## src/rtl/multicycle_control_fsm.sv

```systemverilog
// Multicycle control FSM for RV32I: sequences fetch/decode/execute/mem/writeback.
// Define RVSIMPLE_MC_TRAP_EN to trap illegal opcodes (adds TRAP state and trap port).
module multicycle_control_fsm #(
   parameter int INSTRET_W = 32
) (
   input  logic                 clock,
   input  logic                 reset_n,
   input  logic [6:0]           inst_opcode,
   input  logic                 take_branch,
   input  logic                 mem_ready,
   output logic                 mem_req,
   output logic                 mem_we,
   output logic                 mem_addr_sel,
   output logic                 ir_write,
   output logic                 regfile_write,
   output logic [1:0]           reg_wr_sel,
   output logic                 alu_src_a,
   output logic                 alu_src_b,
   output logic [1:0]           alu_op_sel,
   output logic                 pc_write,
   output logic [1:0]           next_pc_sel,
   output logic                 retire,
`ifdef RVSIMPLE_MC_TRAP_EN
   output logic                 trap,
`endif
   output logic [INSTRET_W-1:0] instret,
   output logic [2:0]           state
);

   localparam logic [6:0] OPC_LOAD   = 7'b0000011;
   localparam logic [6:0] OPC_STORE  = 7'b0100011;
   localparam logic [6:0] OPC_BRANCH = 7'b1100011;
   localparam logic [6:0] OPC_JAL    = 7'b1101111;
   localparam logic [6:0] OPC_JALR   = 7'b1100111;
   localparam logic [6:0] OPC_OP     = 7'b0110011;
   localparam logic [6:0] OPC_OP_IMM = 7'b0010011;
   localparam logic [6:0] OPC_LUI    = 7'b0110111;
   localparam logic [6:0] OPC_AUIPC  = 7'b0010111;

`ifdef RVSIMPLE_MC_TRAP_EN
   localparam logic [6:0] OPC_FENCE  = 7'b0001111;
   localparam logic [6:0] OPC_SYSTEM = 7'b1110011;

   typedef enum logic [2:0] {
      S_FETCH     = 3'd0,
      S_DECODE    = 3'd1,
      S_EXECUTE   = 3'd2,
      S_MEM       = 3'd3,
      S_WRITEBACK = 3'd4,
      S_TRAP      = 3'd5
   } state_e;
`else
   typedef enum logic [2:0] {
      S_FETCH     = 3'd0,
      S_DECODE    = 3'd1,
      S_EXECUTE   = 3'd2,
      S_MEM       = 3'd3,
      S_WRITEBACK = 3'd4
   } state_e;
`endif

   state_e               state_q, state_d;
   logic [INSTRET_W-1:0] instret_q, instret_d;

   logic is_load, is_store, is_branch, is_jal, is_jalr;
   logic is_op, is_op_imm, is_lui, is_auipc, is_wb;

   assign is_load   = (inst_opcode == OPC_LOAD);
   assign is_store  = (inst_opcode == OPC_STORE);
   assign is_branch = (inst_opcode == OPC_BRANCH);
   assign is_jal    = (inst_opcode == OPC_JAL);
   assign is_jalr   = (inst_opcode == OPC_JALR);
   assign is_op     = (inst_opcode == OPC_OP);
   assign is_op_imm = (inst_opcode == OPC_OP_IMM);
   assign is_lui    = (inst_opcode == OPC_LUI);
   assign is_auipc  = (inst_opcode == OPC_AUIPC);
   assign is_wb     = is_op | is_op_imm | is_lui | is_auipc | is_jal | is_jalr;

`ifdef RVSIMPLE_MC_TRAP_EN
   logic is_legal;
   assign is_legal = is_load | is_store | is_branch | is_wb
                   | (inst_opcode == OPC_FENCE)
                   | (inst_opcode == OPC_SYSTEM);
`endif

   always_comb begin
      state_d       = state_q;
      mem_req       = 1'b0;
      mem_we        = 1'b0;
      mem_addr_sel  = 1'b0;
      ir_write      = 1'b0;
      regfile_write = 1'b0;
      reg_wr_sel    = 2'd0;
      alu_src_a     = 1'b0;
      alu_src_b     = 1'b0;
      alu_op_sel    = 2'd0;
      pc_write      = 1'b0;
      next_pc_sel   = 2'd0;
      retire        = 1'b0;
`ifdef RVSIMPLE_MC_TRAP_EN
      trap          = 1'b0;
`endif
      case (state_q)
         S_FETCH: begin
            mem_req = 1'b1;
            if (mem_ready) begin
               ir_write = 1'b1;
               state_d  = S_DECODE;
            end
         end
         S_DECODE: begin
`ifdef RVSIMPLE_MC_TRAP_EN
            state_d = is_legal ? S_EXECUTE : S_TRAP;
`else
            state_d = S_EXECUTE;
`endif
         end
         S_EXECUTE: begin
            unique case (1'b1)
               is_load, is_store: alu_src_b = 1'b1;
               is_branch: begin
                  alu_src_a  = 1'b1;
                  alu_src_b  = 1'b1;
                  alu_op_sel = 2'd1;
               end
               is_op: alu_op_sel = 2'd2;
               is_op_imm: begin
                  alu_src_b  = 1'b1;
                  alu_op_sel = 2'd2;
               end
               is_lui, is_jalr: alu_src_b = 1'b1;
               is_auipc, is_jal: begin
                  alu_src_a = 1'b1;
                  alu_src_b = 1'b1;
               end
               default: begin end
            endcase
            if (is_load || is_store) begin
               state_d = S_MEM;
            end else if (is_branch) begin
               pc_write    = 1'b1;
               next_pc_sel = take_branch ? 2'd1 : 2'd0;
               retire      = 1'b1;
               state_d     = S_FETCH;
            end else if (is_wb) begin
               state_d = S_WRITEBACK;
            end else begin
               // FENCE, SYSTEM and anything not trapped retire as a NOP
               pc_write = 1'b1;
               retire   = 1'b1;
               state_d  = S_FETCH;
            end
         end
         S_MEM: begin
            mem_req      = 1'b1;
            mem_addr_sel = 1'b1;
            mem_we       = is_store;
            if (mem_ready) begin
               if (is_store) begin
                  pc_write = 1'b1;
                  retire   = 1'b1;
                  state_d  = S_FETCH;
               end else begin
                  state_d = S_WRITEBACK;
               end
            end
         end
         S_WRITEBACK: begin
            regfile_write = 1'b1;
            pc_write      = 1'b1;
            retire        = 1'b1;
            state_d       = S_FETCH;
            unique case (1'b1)
               is_load:         reg_wr_sel = 2'd1;
               is_jal, is_jalr: reg_wr_sel = 2'd2;
               is_lui:          reg_wr_sel = 2'd3;
               default:         reg_wr_sel = 2'd0;
            endcase
            next_pc_sel = is_jal  ? 2'd1 :
                          is_jalr ? 2'd2 : 2'd0;
         end
`ifdef RVSIMPLE_MC_TRAP_EN
         S_TRAP: begin
            pc_write    = 1'b1;
            next_pc_sel = 2'd3;
            trap        = 1'b1;
            state_d     = S_FETCH;
         end
`endif
         default: state_d = S_FETCH;
      endcase
      // Reset is asynchronous: strobes must vanish before the next edge
      if (!reset_n) begin
         mem_req       = 1'b0;
         mem_we        = 1'b0;
         mem_addr_sel  = 1'b0;
         ir_write      = 1'b0;
         regfile_write = 1'b0;
         reg_wr_sel    = 2'd0;
         alu_src_a     = 1'b0;
         alu_src_b     = 1'b0;
         alu_op_sel    = 2'd0;
         pc_write      = 1'b0;
         next_pc_sel   = 2'd0;
         retire        = 1'b0;
`ifdef RVSIMPLE_MC_TRAP_EN
         trap          = 1'b0;
`endif
      end
      instret_d = instret_q + {{(INSTRET_W-1){1'b0}}, retire};
   end

   always_ff @(posedge clock or negedge reset_n) begin
      if (!reset_n) begin
         state_q   <= S_FETCH;
         instret_q <= '0;
      end else begin
         state_q   <= state_d;
         instret_q <= instret_d;
      end
   end

   assign instret = instret_q;
   assign state   = state_q;

endmodule

```

## config.mk

```make
export PLATFORM = sky130hd
export DESIGN_NAME = multicycle_control_fsm
export DESIGN_NICKNAME = d
export VERILOG_FILES = /design/src/rtl/multicycle_control_fsm.sv
export SDC_FILE = /design/constraint.sdc
export NUM_CORES = 1
export LEC_CHECK = 0
export BUFFER_PORTS_ARGS = -buffer_cell sky130_fd_sc_hd__buf_2
export CORE_MARGIN = 10
export CORE_UTILIZATION = 54
export DETAILED_ROUTE_END_ITERATION = 6
export PLACE_DENSITY_LB_ADDON = 0.25
export REMOVE_ABC_BUFFERS = 1
export SLEW_MARGIN = 40
export SYNTH_ARGS = -nofsm -noshare
export SYNTH_HDL_FRONTEND = slang
export SYNTH_SLANG_ARGS = --single-unit
export TNS_END_PERCENT = 1
```

## constraint.sdc

```tcl
create_clock -name clock -period 6.7 [get_ports clock]
set_input_delay 1.005 -clock clock [delete_from_list [all_inputs] [get_ports clock]]
set_output_delay 1.005 -clock clock [all_outputs]
set_load 0.005 [all_outputs]
```

# After elaboration in Yosys (flattened, before gate mapping)
# Index checks and enable logic that the tools add are counted.
[totals]
elab_cells = 75
latch_bits = 0
input_bits = 11
mem_bits_rw = 0
romBits = 0
out_inout_bits = 50
ff_bits = 35
mem_count = 0
[op_classes]
bitwise = 5
magnitude_cmp = 0
n_mul = 0
eq_ne = 15
reduce_logical = 8
div_mod_pow = 0
add_sub_neg = 1
shift = 0
n_mux = 44
[op_table]
columns = ["operator", "n"]
rows = [
  ["32-bit by 1-bit adder with 32-bit output", 1],
  ["1-bit two-way mux", 26],
  ["7-bit by 6-bit == test with 1-bit output (second input constant)", 3],
  ["7-bit == test (second input constant)", 3],
  ["3-bit two-way mux", 6],
  ["7-bit by 5-bit == test with 1-bit output (second input constant)", 2],
  ["2-bit two-way mux", 7],
  ["3-bit case mux with 4 select lines", 1],
  ["2-bit case mux with 2 select lines", 2],
  ["8-bit OR reduction", 1],
  ["7-bit by 2-bit == test with 1-bit output (second input constant)", 1],
  ["3-bit by 2-bit == test with 1-bit output (second input constant)", 2],
  ["2-bit case mux with 3 select lines", 1],
  ["2-bit OR reduction", 3],
  ["1-bit OR", 5],
  ["2-bit != test (second input constant)", 2],
  ["3-bit by 1-bit == test with 1-bit output (second input constant)", 1],
  ["3-bit == test (second input constant)", 1],
  ["3-bit zero test", 1],
  ["1-bit case mux with 3 select lines", 1],
  ["3-bit OR reduction", 1],
  ["2-bit AND reduction", 1],
  ["1-bit logical OR", 1],
]

# Logic depth before layout (Yosys ltp)
[depth]
depth_word = 12
ltp_mapped = 12
depth_no_buf = 11

# Worst setup path after synthesis
# No wires, ideal clock.
[synth_path]
kind = "input-to-reg"
from = "input inst_opcode[2]"
to = "register instret_q[27], in the netlist instret[27]"
arrival_ns = 3.291
required_time_ns = 6.577
cell_stages = 12
setup_time_ns = 0.123
slack_ns = 3.286
path_buffers = 1
path_cell_list = "buf_2 -> or2_1 -> nor4_4 -> and3_1 -> nand2_1 -> o21ai_0 -> ha_1 -> nand2_1 -> nor4_2 -> and2b_4 -> nand3_2 -> xnor2_1"
[synth_between]
elab_chain_len = 12
word_cells_on_any_way = 23
cone_classes = "add/sub: 1; eq/ne: 9; mux: 7; bitwise: 5; reduce/logical: 1"
[synth_rtl]
columns = ["element", "line", "text"]
rows = [
  ["start: declaration", "8", "input logic [6:0] inst_opcode,"],
  ["7-bit by 6-bit == test with 1-bit output or 7-bit by 5-bit == test with 1-bit output (tied branches)", "73, 74", ""],
  ["1-bit OR (5 in series)", "77", "assign is_wb = is_op | is_op_imm | is_lui | is_auipc | is_jal | is_jalr;"],
  ["1-bit two-way mux (3 in series)", "--", ""],
  ["1-bit case mux with 3 select lines *", "--", ""],
  ["1-bit two-way mux *", "--", ""],
  ["via pc_write", "20", "output logic pc_write,"],
  ["32-bit by 1-bit adder with 32-bit output *", "210", "instret_d = instret_q + {{(INSTRET_W-1){1'b0}}, retire};"],
  ["via instret_d[27]", "63", "logic [INSTRET_W-1:0] instret_q, instret_d;"],
  ["end signal: assignment", "219", "instret_q <= instret_d;"],
  ["end: declaration", "63", ""],
]
# The timed path passes the listed nets; every way through them passes the cells marked *.
# A chain may end at the register's enable or synchronous reset.

# Final worst setup path
[layout_path]
from = "input inst_opcode[2]"
to = "output pc_write"
[layout_between]
elab_chain_len = 11
word_cells_on_any_way = 22
cone_classes = "eq/ne: 9; mux: 7; bitwise: 5; reduce/logical: 1"
[layout_rtl]
columns = ["element", "line", "text"]
rows = [
  ["7-bit by 6-bit == test with 1-bit output or 7-bit by 5-bit == test with 1-bit output (tied branches)", "73, 74", ""],
  ["1-bit OR (5 in series)", "77", ""],
  ["1-bit two-way mux", "145", "end else if (is_wb) begin"],
  ["1-bit two-way mux", "140", "end else if (is_branch) begin"],
  ["1-bit two-way mux", "138", "if (is_load || is_store) begin"],
  ["1-bit case mux with 3 select lines *", "103", "case (state_q)"],
  ["1-bit two-way mux *", "193", "if (!reset_n) begin"],
  ["end: declaration", "20", ""],
]
# Every way passes the cells marked *; elsewhere a longest branch is shown, timed or not.

==> metrics.txt <==
status=complete, no violations; RD Place Congestion=0.8746; Setup Fix Bufs, Post-CTS=0; full die area=just over 6000 sq um; io pins=61; Final Hold Fails=0; Rows=21; Core Area=3337 sq um; Syn Inst Count=about 190; #FFs+latches synth=35; number of vias per cell=roughly 5.5; post-synthesis sequential area ratio=between 40% and 50%; Hold Path Class=register to register; top-area cell type share of the netlist area=a little under half; Chip Width=about 80 um; NumNets Final=260; Worst-Margin Slew=roughly 450 ps; Worst setup SP type=primary input; Syn-to-layout area delta=21.52%; syn_area_per_cell=a little over 10 sq um; Final setup viols=0; initial drt markers=121; vias post-DR=1,618; most common library cell in the layout ignoring fill and taps=buf_2; setup_tns=0 ps; largest net degree at the start of global routing=40; worst rel slew slack=a little over two thirds; Setup CP Type=primary input to primary output; Yosys top cell by area=dfrtp_1; DR WL/cell=approximately 15 um; Yosys warnings=0; Initial Util=between 50% and 60%; Clock Skews=8.489 ps; clock sinks=35; Routed Antenna Nets=0; Netlist cell types=38; Root Buffer=clkbuf_4; # DRC=0; area of the multi-input gates=between 900 and 1000 sq um; post_cts resized=0; Global Route Usage Sum=between 10% and 20%; first-pass GRT wire length=7.638 mm; Die Span Y=~80 um; Detailed Routing Iterations Pass 1=5; pwr/cell area=226.0 nW/um^2; critical path fanouts, max=10; final worst path period share=51.19%; Critical Path End Type=primary output; CTS Hold Bufs=0; synth top area cells=dfrtp_1 47%, xnor2_1 11%, nand2_1 5.2%; most frequent cells in the layout=59 x buf_2, 35 x dfrtp_1, 26 x nand2_1, 24 x xnor2_1, 14 x nor2_1; Layout fillers=~290; antenna violations before repair=0; H-tree depth=2; CTS tree=built; crit path DAT=2420 ps; cts bufs inserted=5; reg-to-reg setup timing slack=3820 ps; clock edge transition at the registers on the reported setup and hold paths=~100 ps; Static Leak=about 1.2 nW; final hold slack=around 480 ps; Port Buffers=60; RSZ-0062 raised after global routing=false; Peak VDD IR=roughly 0.17 mV; layout cells sized above 1=30.77%; final wirelength=around 4.5 mm; GR Overflow Total=0; max-slew violations=0; FMAX=around 0.29 GHz; Inserted Diodes=0; dpl hpwl=3.453 mm; Register Area=between 800 and 900 sq um; Worst-Skew Late Latency=roughly 340 ps; cell area after synthesis=about 1900 sq um; crit path time final=3430 ps; vias in the first global route=approximately 1,600; CP required=around 5700 ps; total of max-cap violations=0; CTS max path bufs=2
[where the power goes]
part | total, mW | internal, mW | switching (mW)
Combinational | 0.107 | 0.0490 | 0.0576
Clock | 0.145 | 0.0769 | 0.0684
Sequential | 0.264 | 0.231 | 0.0329
[kinds of logic after synthesis]
logic type      share of synthesized area, %
xor+xnor                               14.46
buf+inv                                2.065
flops                                  46.64
fa+ha+maj                              1.332
compound gates                         5.796
simple gates                           29.71
[final timing paths]
path,depth (start not counted),from,to
worst min register to register,1,instret[31],instret[31]
worst max register to register,11,state[1],instret[29]
max in group asynchronous,1,reset_n,state[0]
min in group asynchronous,1,reset_n,instret[9]
worst min-delay path,1,instret[31],instret[31]
worst max-delay path,7,inst_opcode[2],pc_write
[worst max-delay path, stage by stage]
cell     delay (ps)
buf_2           150
or2_1           340
nor4_4          320
and3_1          230
nand2_1          50
o21ai_0         140
buf_2           190
[per-layer routing]
| layer | GRT usage [%] | up-vias | part of all wire, % |
|---|---|---|---|
| met1 | 17.18 | 786 | 41 |
| li1 | - | 765 | - |
| met2 | 24.23 | 60 | 49 |
| met5 | 0 | - | 0 |
| met3 | 5.405 | 7 | 8.4 |
| met4 | 5.914 | 0 | 1.5 |
[sequential cells by signal, indices dropped and copies added (netlist names)]
signal   flops
state        3
instret     32
[metrics by stage]
stage / worst slack [ps] / area [sq um] / cells / power, mW / util, %
6_report: 3270 / 2282 / 293 / 0.5159 / 68.39
5_1_grt: 3073 / 2282 / 293 / 0.5485 / 68.39
4_1_cts: 2994 / 2280 / 293 / 0.5213 / 68.32
3_5_place_dp: 2865 / 2208 / 286 / 0.3771 / 66.18
3_3_place_gp: 2952 / 2208 / 286 / 0.3746 / 66.18
2_1_floorplan: 3407 / 1851 / 180 / 0.3171 / -
[cells in the mapped netlist (all sizes together)]
library cell  number
a2111oi            1
xnor2             24
clkbuf             4
a211oi             1
nand4              8
nor3b              3
a21o               1
ha                 2
nand2             26
dfrtp             35
a311oi             1
o2111a             1
and2               2
nand2b             1
nand3             12
nor2              14
a32oi              1
nor4b              2
and3               9
nor4               4
inv                3
nor2b              2
or2                1
and2b              1
o21ai              5
and3b              1
nand3b             1
a21oi              5
xor2               7
buf                2
nor3               3
and4               3
[area by class of cell]
type                       instances  area share [%]
inverter                           3          0.4934
clock inverter                     1           1.316
timing repair buffer              60           13.27
multi-input combinational        142           42.21
tap                               46           2.522
clock buffer                       6           1.809
sequential                        35           38.38
Note: power is estimated with default switching activity, not from simulation.
